==> src/rtl/chimera_pkg.sv <==
// Shared Chimera types and defaults for the cluster clock-gate sequencer.
// Holds the per-cluster FSM state encoding and the counter-width helper.
package chimera_pkg;

    typedef enum logic [2:0] {
        ACTIVE  = 3'd0,
        ISOLATE = 3'd1,
        SETTLE  = 3'd2,
        GATED   = 3'd3,
        WAKE    = 3'd4
    } clu_gate_state_e;

    localparam int unsigned CluGateSettleCycles  = 4;
    localparam int unsigned CluGateRstCycles     = 8;
    localparam int unsigned CluGateTimeoutCycles = 1024;

    function automatic int unsigned clu_gate_cnt_w(
        input int unsigned a,
        input int unsigned b,
        input int unsigned c
    );
        int unsigned m;
        m = (a > b) ? a : b;
        m = (m > c) ? m : c;
        return $clog2(m + 1);
    endfunction

endpackage

==> src/rtl/chimera_clu_gate_ctrl_if.sv <==
// Register/cluster-side bundle of the cluster clock-gate sequencer.
// master = config registers + cluster isolators, slave = sequencer.
interface chimera_clu_gate_ctrl_if #(
    parameter int unsigned NumClusters = 5
);
    logic [NumClusters-1:0] gate_req_i;
    logic [NumClusters-1:0] busy_i;
    logic [NumClusters-1:0] isolated_i;
    logic [NumClusters-1:0] isolate_o;
    logic [NumClusters-1:0] clk_en_o;
    logic [NumClusters-1:0] clu_rst_no;
    logic [NumClusters-1:0] gated_o;
    logic [NumClusters-1:0] timeout_o;

    modport master (
        output gate_req_i, busy_i, isolated_i,
        input  isolate_o, clk_en_o, clu_rst_no, gated_o, timeout_o
    );

    modport slave (
        input  gate_req_i, busy_i, isolated_i,
        output isolate_o, clk_en_o, clu_rst_no, gated_o, timeout_o
    );
endinterface

==> src/rtl/chimera_clu_gate_fsm.sv <==
// One cluster's gate/ungate sequencer with its shared down-counter.
// CHIMERA_CLU_GATE_TIMEOUT_EN adds a drain timeout with a sticky flag.
module chimera_clu_gate_fsm
    import chimera_pkg::*;
#(
    parameter int unsigned SettleCycles  = CluGateSettleCycles,
    parameter int unsigned RstCycles     = CluGateRstCycles,
`ifdef CHIMERA_CLU_GATE_TIMEOUT_EN
    parameter int unsigned TimeoutCycles = CluGateTimeoutCycles,
`endif
    parameter int unsigned CntW          = 11
) (
    input  logic i_clk,
    input  logic i_rst_n,
    input  logic i_gate_req,
    input  logic i_busy,
    input  logic i_isolated,
    output logic o_isolate,
    output logic o_clk_en,
    output logic o_clu_rst_n,
    output logic o_gated,
    output logic o_timeout
);
    localparam logic [CntW-1:0] SettleLoad = CntW'(SettleCycles - 1);
    localparam logic [CntW-1:0] RstLoad    = CntW'(RstCycles - 1);

    clu_gate_state_e r_state, w_state_nxt;
    logic [CntW-1:0] r_cnt, w_cnt_nxt;
    logic w_drained, w_cnt_zero;
    logic r_isolate, r_clk_en, r_rst_n, r_gated;

    assign w_drained  = i_isolated & ~i_busy;
    assign w_cnt_zero = (r_cnt == '0);

`ifdef CHIMERA_CLU_GATE_TIMEOUT_EN
    localparam logic [CntW-1:0] TimeoutLoad = CntW'(TimeoutCycles - 1);
    logic w_to_set;
`endif

    always_comb begin
        w_state_nxt = r_state;
        w_cnt_nxt   = r_cnt;
`ifdef CHIMERA_CLU_GATE_TIMEOUT_EN
        w_to_set    = 1'b0;
`endif
        unique case (r_state)
            ACTIVE: begin
                if (i_gate_req) begin
                    w_state_nxt = ISOLATE;
`ifdef CHIMERA_CLU_GATE_TIMEOUT_EN
                    w_cnt_nxt   = TimeoutLoad;
`endif
                end
            end
            ISOLATE: begin
                // Abort wins over a drain completing in the same cycle
                if (!i_gate_req) begin
                    w_state_nxt = ACTIVE;
                end else if (w_drained) begin
                    w_state_nxt = SETTLE;
                    w_cnt_nxt   = SettleLoad;
                end
`ifdef CHIMERA_CLU_GATE_TIMEOUT_EN
                else if (w_cnt_zero) begin
                    w_state_nxt = ACTIVE;
                    w_to_set    = 1'b1;
                end else begin
                    w_cnt_nxt = r_cnt - CntW'(1);
                end
`endif
            end
            SETTLE: begin
                if (w_cnt_zero) w_state_nxt = GATED;
                else            w_cnt_nxt   = r_cnt - CntW'(1);
            end
            GATED: begin
                if (!i_gate_req) begin
                    w_state_nxt = WAKE;
                    w_cnt_nxt   = RstLoad;
                end
            end
            WAKE: begin
                if (w_cnt_zero) w_state_nxt = ACTIVE;
                else            w_cnt_nxt   = r_cnt - CntW'(1);
            end
            default: w_state_nxt = ACTIVE;
        endcase
    end

    always_ff @(posedge i_clk or negedge i_rst_n) begin
        if (!i_rst_n) begin
            r_state   <= ACTIVE;
            r_cnt     <= '0;
            r_isolate <= 1'b0;
            r_clk_en  <= 1'b1;
            r_rst_n   <= 1'b1;
            r_gated   <= 1'b0;
        end else begin
            r_state   <= w_state_nxt;
            r_cnt     <= w_cnt_nxt;
            r_isolate <= (w_state_nxt != ACTIVE);
            r_clk_en  <= (w_state_nxt != GATED);
            r_rst_n   <= (w_state_nxt != WAKE);
            r_gated   <= (w_state_nxt == GATED);
        end
    end

    assign o_isolate   = r_isolate;
    assign o_clk_en    = r_clk_en;
    assign o_clu_rst_n = r_rst_n;
    assign o_gated     = r_gated;

`ifdef CHIMERA_CLU_GATE_TIMEOUT_EN
    logic r_req_q, r_timeout;

    always_ff @(posedge i_clk or negedge i_rst_n) begin
        if (!i_rst_n) begin
            r_req_q   <= 1'b0;
            r_timeout <= 1'b0;
        end else begin
            r_req_q <= i_gate_req;
            if (w_to_set)                   r_timeout <= 1'b1;
            else if (r_req_q & ~i_gate_req) r_timeout <= 1'b0;
        end
    end

    assign o_timeout = r_timeout;
`else
    assign o_timeout = 1'b0;
`endif

endmodule

==> src/rtl/chimera_clu_gate_ctrl.sv <==
// Per-cluster clock-gate sequencer: one independent FSM per cluster.
// CHIMERA_CLU_GATE_TIMEOUT_EN enables the drain timeout in every FSM.
module chimera_clu_gate_ctrl
    import chimera_pkg::*;
#(
    parameter int unsigned NumClusters   = 5,
    parameter int unsigned SettleCycles  = CluGateSettleCycles,
    parameter int unsigned RstCycles     = CluGateRstCycles,
    parameter int unsigned TimeoutCycles = CluGateTimeoutCycles
) (
    input logic                    soc_clk_i,
    input logic                    rst_ni,
    chimera_clu_gate_ctrl_if.slave bus
);
    localparam int unsigned CntW =
        clu_gate_cnt_w(SettleCycles, RstCycles, TimeoutCycles);

    logic [NumClusters-1:0] w_isolate, w_clk_en, w_rst_n;
    logic [NumClusters-1:0] w_gated, w_timeout;

    for (genvar g = 0; g < NumClusters; g++) begin : g_clu
        chimera_clu_gate_fsm #(
            .SettleCycles  (SettleCycles),
            .RstCycles     (RstCycles),
`ifdef CHIMERA_CLU_GATE_TIMEOUT_EN
            .TimeoutCycles (TimeoutCycles),
`endif
            .CntW          (CntW)
        ) u_fsm (
            .i_clk       (soc_clk_i),
            .i_rst_n     (rst_ni),
            .i_gate_req  (bus.gate_req_i[g]),
            .i_busy      (bus.busy_i[g]),
            .i_isolated  (bus.isolated_i[g]),
            .o_isolate   (w_isolate[g]),
            .o_clk_en    (w_clk_en[g]),
            .o_clu_rst_n (w_rst_n[g]),
            .o_gated     (w_gated[g]),
            .o_timeout   (w_timeout[g])
        );
    end

    assign bus.isolate_o  = w_isolate;
    assign bus.clk_en_o   = w_clk_en;
    assign bus.clu_rst_no = w_rst_n;
    assign bus.gated_o    = w_gated;
    assign bus.timeout_o  = w_timeout;

endmodule

==> src/flat_wrapper.sv <==
// flat-port wrapper written by rule: the top's interface ports become plain ports
module chimera_clu_gate_ctrl_flat import chimera_pkg::*;
#(
    parameter int unsigned NumClusters   = 5,
    parameter int unsigned SettleCycles  = CluGateSettleCycles,
    parameter int unsigned RstCycles     = CluGateRstCycles,
    parameter int unsigned TimeoutCycles = CluGateTimeoutCycles
)
  (soc_clk_i, rst_ni, bus_gate_req_i, bus_busy_i, bus_isolated_i, bus_isolate_o, bus_clk_en_o, bus_clu_rst_no, bus_gated_o, bus_timeout_o);
  chimera_clu_gate_ctrl_if #(.NumClusters(NumClusters)) bus_i ();
  input logic soc_clk_i;
  input logic rst_ni;
  input wire logic [$bits(bus_i.gate_req_i)-1:0] bus_gate_req_i;
  input wire logic [$bits(bus_i.busy_i)-1:0] bus_busy_i;
  input wire logic [$bits(bus_i.isolated_i)-1:0] bus_isolated_i;
  output wire logic [$bits(bus_i.isolate_o)-1:0] bus_isolate_o;
  output wire logic [$bits(bus_i.clk_en_o)-1:0] bus_clk_en_o;
  output wire logic [$bits(bus_i.clu_rst_no)-1:0] bus_clu_rst_no;
  output wire logic [$bits(bus_i.gated_o)-1:0] bus_gated_o;
  output wire logic [$bits(bus_i.timeout_o)-1:0] bus_timeout_o;
  assign bus_i.gate_req_i = bus_gate_req_i;
  assign bus_i.busy_i = bus_busy_i;
  assign bus_i.isolated_i = bus_isolated_i;
  assign bus_isolate_o = bus_i.isolate_o;
  assign bus_clk_en_o = bus_i.clk_en_o;
  assign bus_clu_rst_no = bus_i.clu_rst_no;
  assign bus_gated_o = bus_i.gated_o;
  assign bus_timeout_o = bus_i.timeout_o;
  chimera_clu_gate_ctrl #(.NumClusters(NumClusters), .SettleCycles(SettleCycles), .RstCycles(RstCycles), .TimeoutCycles(TimeoutCycles)) u_core (.soc_clk_i(soc_clk_i), .rst_ni(rst_ni), .bus(bus_i));
endmodule
==> config.mk <==
export PLATFORM = sky130hd
export DESIGN_NAME = chimera_clu_gate_ctrl_flat
export DESIGN_NICKNAME = d
export VERILOG_FILES = /design/src/rtl/chimera_pkg.sv /design/src/rtl/chimera_clu_gate_ctrl_if.sv /design/src/rtl/chimera_clu_gate_fsm.sv /design/src/rtl/chimera_clu_gate_ctrl.sv /design/src/flat_wrapper.sv
export SDC_FILE = /design/constraint.sdc
export NUM_CORES = 1
export LEC_CHECK = 0
export CORE_AREA = 4 4 106 108
export CTS_CLUSTER_DIAMETER = 30
export DETAILED_ROUTE_END_ITERATION = 8
export DIE_AREA = 0 0 110 112
export GPL_TIMING_DRIVEN = 0
export PLACE_DENSITY_LB_ADDON = 0.3
export SYNTH_ARGS = -nofsm -noshare
export SYNTH_HDL_FRONTEND = slang
export SYNTH_SLANG_ARGS = --single-unit
==> constraint.sdc <==
create_clock -name soc_clk_i -period 2.1 [get_ports soc_clk_i]
set_input_delay 0.42 -clock soc_clk_i [delete_from_list [all_inputs] [get_ports soc_clk_i]]
set_output_delay 0.42 -clock soc_clk_i [all_outputs]
set_load 0.005 [all_outputs]
==> impl_results.md <==
* Clk_skew at about 0.0086 ns
* IO Pins at between 40 and 50
* Top_reg_cell synth: dfrtp_1
* DRC at 0
* Kind of critical path: register to register
* Area Growth Syn to Fin at 33.3%
* Most frequent cells in the layout: 77 x dfrtp_1, 69 x buf_4, 53 x nor2_1, 32 x clkdlybuf4s50_1, 31 x a21oi_1
* Least-Margin Pin Slew at between 0.6 and 0.7 ns
* Sequential-to-total area share from yosys stat at 42.5%
* Post-DP HPWL at 7710 um
* Fin. Hold Viols at 0
* CTS max path bufs at 2
* Antenna Nets Post-Route at 0
* Met2 wire len at around 6700 um
* Lkg Pwr at 3.03 nW
* CTS Sinks at 90
* Register area at ~0.0023 sq mm
* Top routing layer in use: met4
* CP Buf/Inv Count at 1
* DR pass1 iterations at 7
* Syn Area/Cell at around 9.2 sq um
* Type of the most critical hold path: input pin to asynchronous set/reset pin
* Overflow left after global routing at 0
* Total GRT Usage at between 20% and 30%
* Antenna diode instance count at 0
* Layout cells sized above 1 at 34.4%
* Syn Inst Count at between 500 and 600
* Number of enable flip-flop cells after synthesis at 0
* CP Depth at 7
* Final wirelength at 12800 um
* Synth warn at 0
* Reg-to-reg endpoint: u_core.g_clu[1].u_fsm.r_cnt[2]
* Worst Setup SP: u_core.g_clu[1].u_fsm.r_cnt[1]
* CORE AREA at 0.0102 sq mm
* Tmin final at 2.26 ns
* Final period util at 108%
* Synth async-reset ratio at 100%
* R2R cell count at 7
* Total CTS buffers at 9
* Synth Register Bits at 90
* DR WL met3 at 427 um
* First-pass GRT wire length at around 21000 um
* Fmax at 0.443 GHz
* CP top delay family: simple AND/OR/NAND/NOR gates
* Critical path cell sequence: inv_2 > ha_4 > or4b_4 > or4b_4 > nand2b_4 > a31oi_1 > a31oi_1
* Root Driver: clkbuf_8
* Critical path capture point type: register
* Vias in the first global route at about 4500
* Unique masters post-synth at 63
* Core Util, Final at between 60% and 70%
* Violated checks: setup timing
* Largest net degree at the start of global routing at 47
* Crit path to: u_core.g_clu[1].u_fsm.r_cnt[2]
* Post-Syn Area at 0.00533 sq mm
* Die Y at roughly 110 um
* Final setup fails at 27
* Crit-path max FO at 7
* Routed vias at between 4000 and 5000
* Slowest cell on the critical path: or4b_4
* Chip width at around 110 um
* PortBufs at 36
* H-tree levels at 3
* Post-route setup slack at -0.158 ns
* Number of max-cap violations at 0
* Die footprint at 0.0123 sq mm
* Worst-Skew Late Latency at roughly 0.37 ns
* Antenna violations before repair at 0
* TritonCTS clock tree: yes
* DRT iter0 DRCs at 244
* Peak supply drop at a little over 0.5 mV
* Multi-input logic area at 0.00323 sq mm
* Final Slew Violations at 0
* Worst-path clk slew at about 0.09 ns
* WP data required at 2.34 ns
* Met1 wire length at 5400 um
* Initial core utilization at about 52%
* RR Startpoint: u_core.g_clu[1].u_fsm.r_cnt[1]
* R2r setup slk at -0.16 ns
* Status: finished with violations
* Crit start category: register
* Max incr delay on CP at slightly below 0.6 ns
* RSZ-0062 raised after global routing: yes
* NumNets Final at about 700
* WHS at approximately 0.042 ns
* DR vias/cell at around 5.7
* PD cells at ~1200 mW/mm^2
* Commonest non-fill, non-tap cell in the layout: dfrtp_1
* FP Rows at 37
* Crit path DAT at 2.49 ns
* Final-layout fill cell count at 738
* Max-Slew Margin vs Limit at 57.9%
* Drt wl/cell at around 16 um
* Gp weighted congestion at 0.862
synthesized netlist by cell type (4+ instances only):
master	n	area (sq um)
a21oi_1	46	230
a31o_2	4	35.0
a31oi_1	5	31.3
and2_1	10	62.6
and3b_1	5	43.8
buf_2	5	25.0
buf_4	25	188
clkbuf_1	17	63.8
dfrtp_1	80	2000
dfstp_2	10	263
ha_1	10	125
inv_1	28	105
mux2_2	4	45.0
mux2i_1	9	90.1
nand2_1	33	124
nand2b_1	12	75.1
nand3_1	16	80.1
nand3b_1	9	67.6
nand4b_1	4	35.0
nor2_1	57	214
nor2b_1	17	106
nor3_1	19	95.1
nor3b_1	7	52.6
nor4_1	6	37.5
o21a_1	4	30.0
o21ai_0	23	115
o31ai_1	13	97.6
or2_2	5	31.3
or3_1	15	93.8
or4_1	16	120
or4b_1	7	70.1
xnor2_1	7	61.3
metrics by stage:
| step | std cells | cell area [sq um] | total power, mW | TNS (ns) | setup WS (ns) |
|---|---|---|---|---|---|
| floorplan | 585 | 5360 | 5.19 | -0.743 | -0.117 |
| global placement | 757 | 5890 | 5.96 | -240.16 | -2.63 |
| detailed placement | 758 | 5920 | 6.10 | -16.47 | -0.581 |
| CTS | 796 | 6560 | 7.97 | -1.85 | -0.186 |
| global route | 816 | 7110 | 9.46 | -4.37 | -0.248 |
| finish | 816 | 7110 | 8.84 | -1.83 | -0.158 |
cell type report:
class,instances,share of cell area (%)
clock buffers,10,1.94
multi-input cells,419,45.5
well taps,136,2.39
plain buffers,41,4.01
flip-flops and latches,90,31.9
inverters,28,1.48
repair buffers,86,11.2
clock inverters,6,1.60
cells by family after synthesis:
family,synth area share [%]
flip-flops,42.5
adder cells (fa/ha/maj),2.35
multiplexers,2.82
XOR/XNOR,1.95
buffers and inverters,7.23
AO/OA/AOI/OAI,13.8
other,0.0704
AND/OR/NAND/NOR,29.3
metal layers:
| layer | up-vias | GRT usage, % |
|---|---|---|
| li1 | 2250 | - |
| met3 | 26 | 2.78 |
| met4 | 0 | 8.15 |
| met5 | - | 0 |
| met1 | 2292 | 25.7 |
| met2 | 103 | 34.5 |
worst min path at each step:
stage	to	startpoint	slack, ns	cells after the start
after floorplan	u_core.g_clu[0].u_fsm.o_gated	rst_ni	0.12	0
after global placement	u_core.g_clu[2].u_fsm.r_cnt[0]	u_core.g_clu[2].u_fsm.r_cnt[0]	0.50	1
after detailed placement	u_core.g_clu[2].u_fsm.r_state[1]	rst_ni	0.47	1
after CTS	u_core.g_clu[2].u_fsm.r_state[1]	rst_ni	0.06	1
after global routing	u_core.g_clu[2].u_fsm.r_state[1]	rst_ni	0.1	1
final	u_core.g_clu[2].u_fsm.r_state[1]	rst_ni	0.04	1
worst register-to-register path, cell delays in order (launching register included):
cell and delay, ns:
dfrtp_1 0.41, inv_2 0.09, ha_4 0.12, or4b_4 0.46, or4b_4 0.59, nand2b_4 0.21
a31oi_1 0.19, a31oi_1 0.06
sequential cells by signal (all words and copies together) (netlist names):
signal and flops:
u_core.g_clu.u_fsm.r_cnt 55, u_core.g_clu.u_fsm.r_state 15, u_core.g_clu.u_fsm.o_gated 5, u_core.g_clu.u_fsm.o_clu_rst_n 5
u_core.g_clu.u_fsm.o_isolate 5, u_core.g_clu.u_fsm.o_clk_en 5
where the power goes:
group / switching (mW) / internal (mW)
sequential: 0.643 / 2.33
clock: 0.640 / 0.825
combinational: 2.33 / 2.07
what timing repair did:
item / in CTS / in global routing
resized for setup: 56 / 102
setup buffers: 25 / 22
cloned: 0 / 2
pin swaps: 15 / 32
endpoints found under the setup margin: 46 / 65
hold buffers: 0 / 0
hold endpoints to repair: 0 / 0
Power figures use the tool's default switching activity.
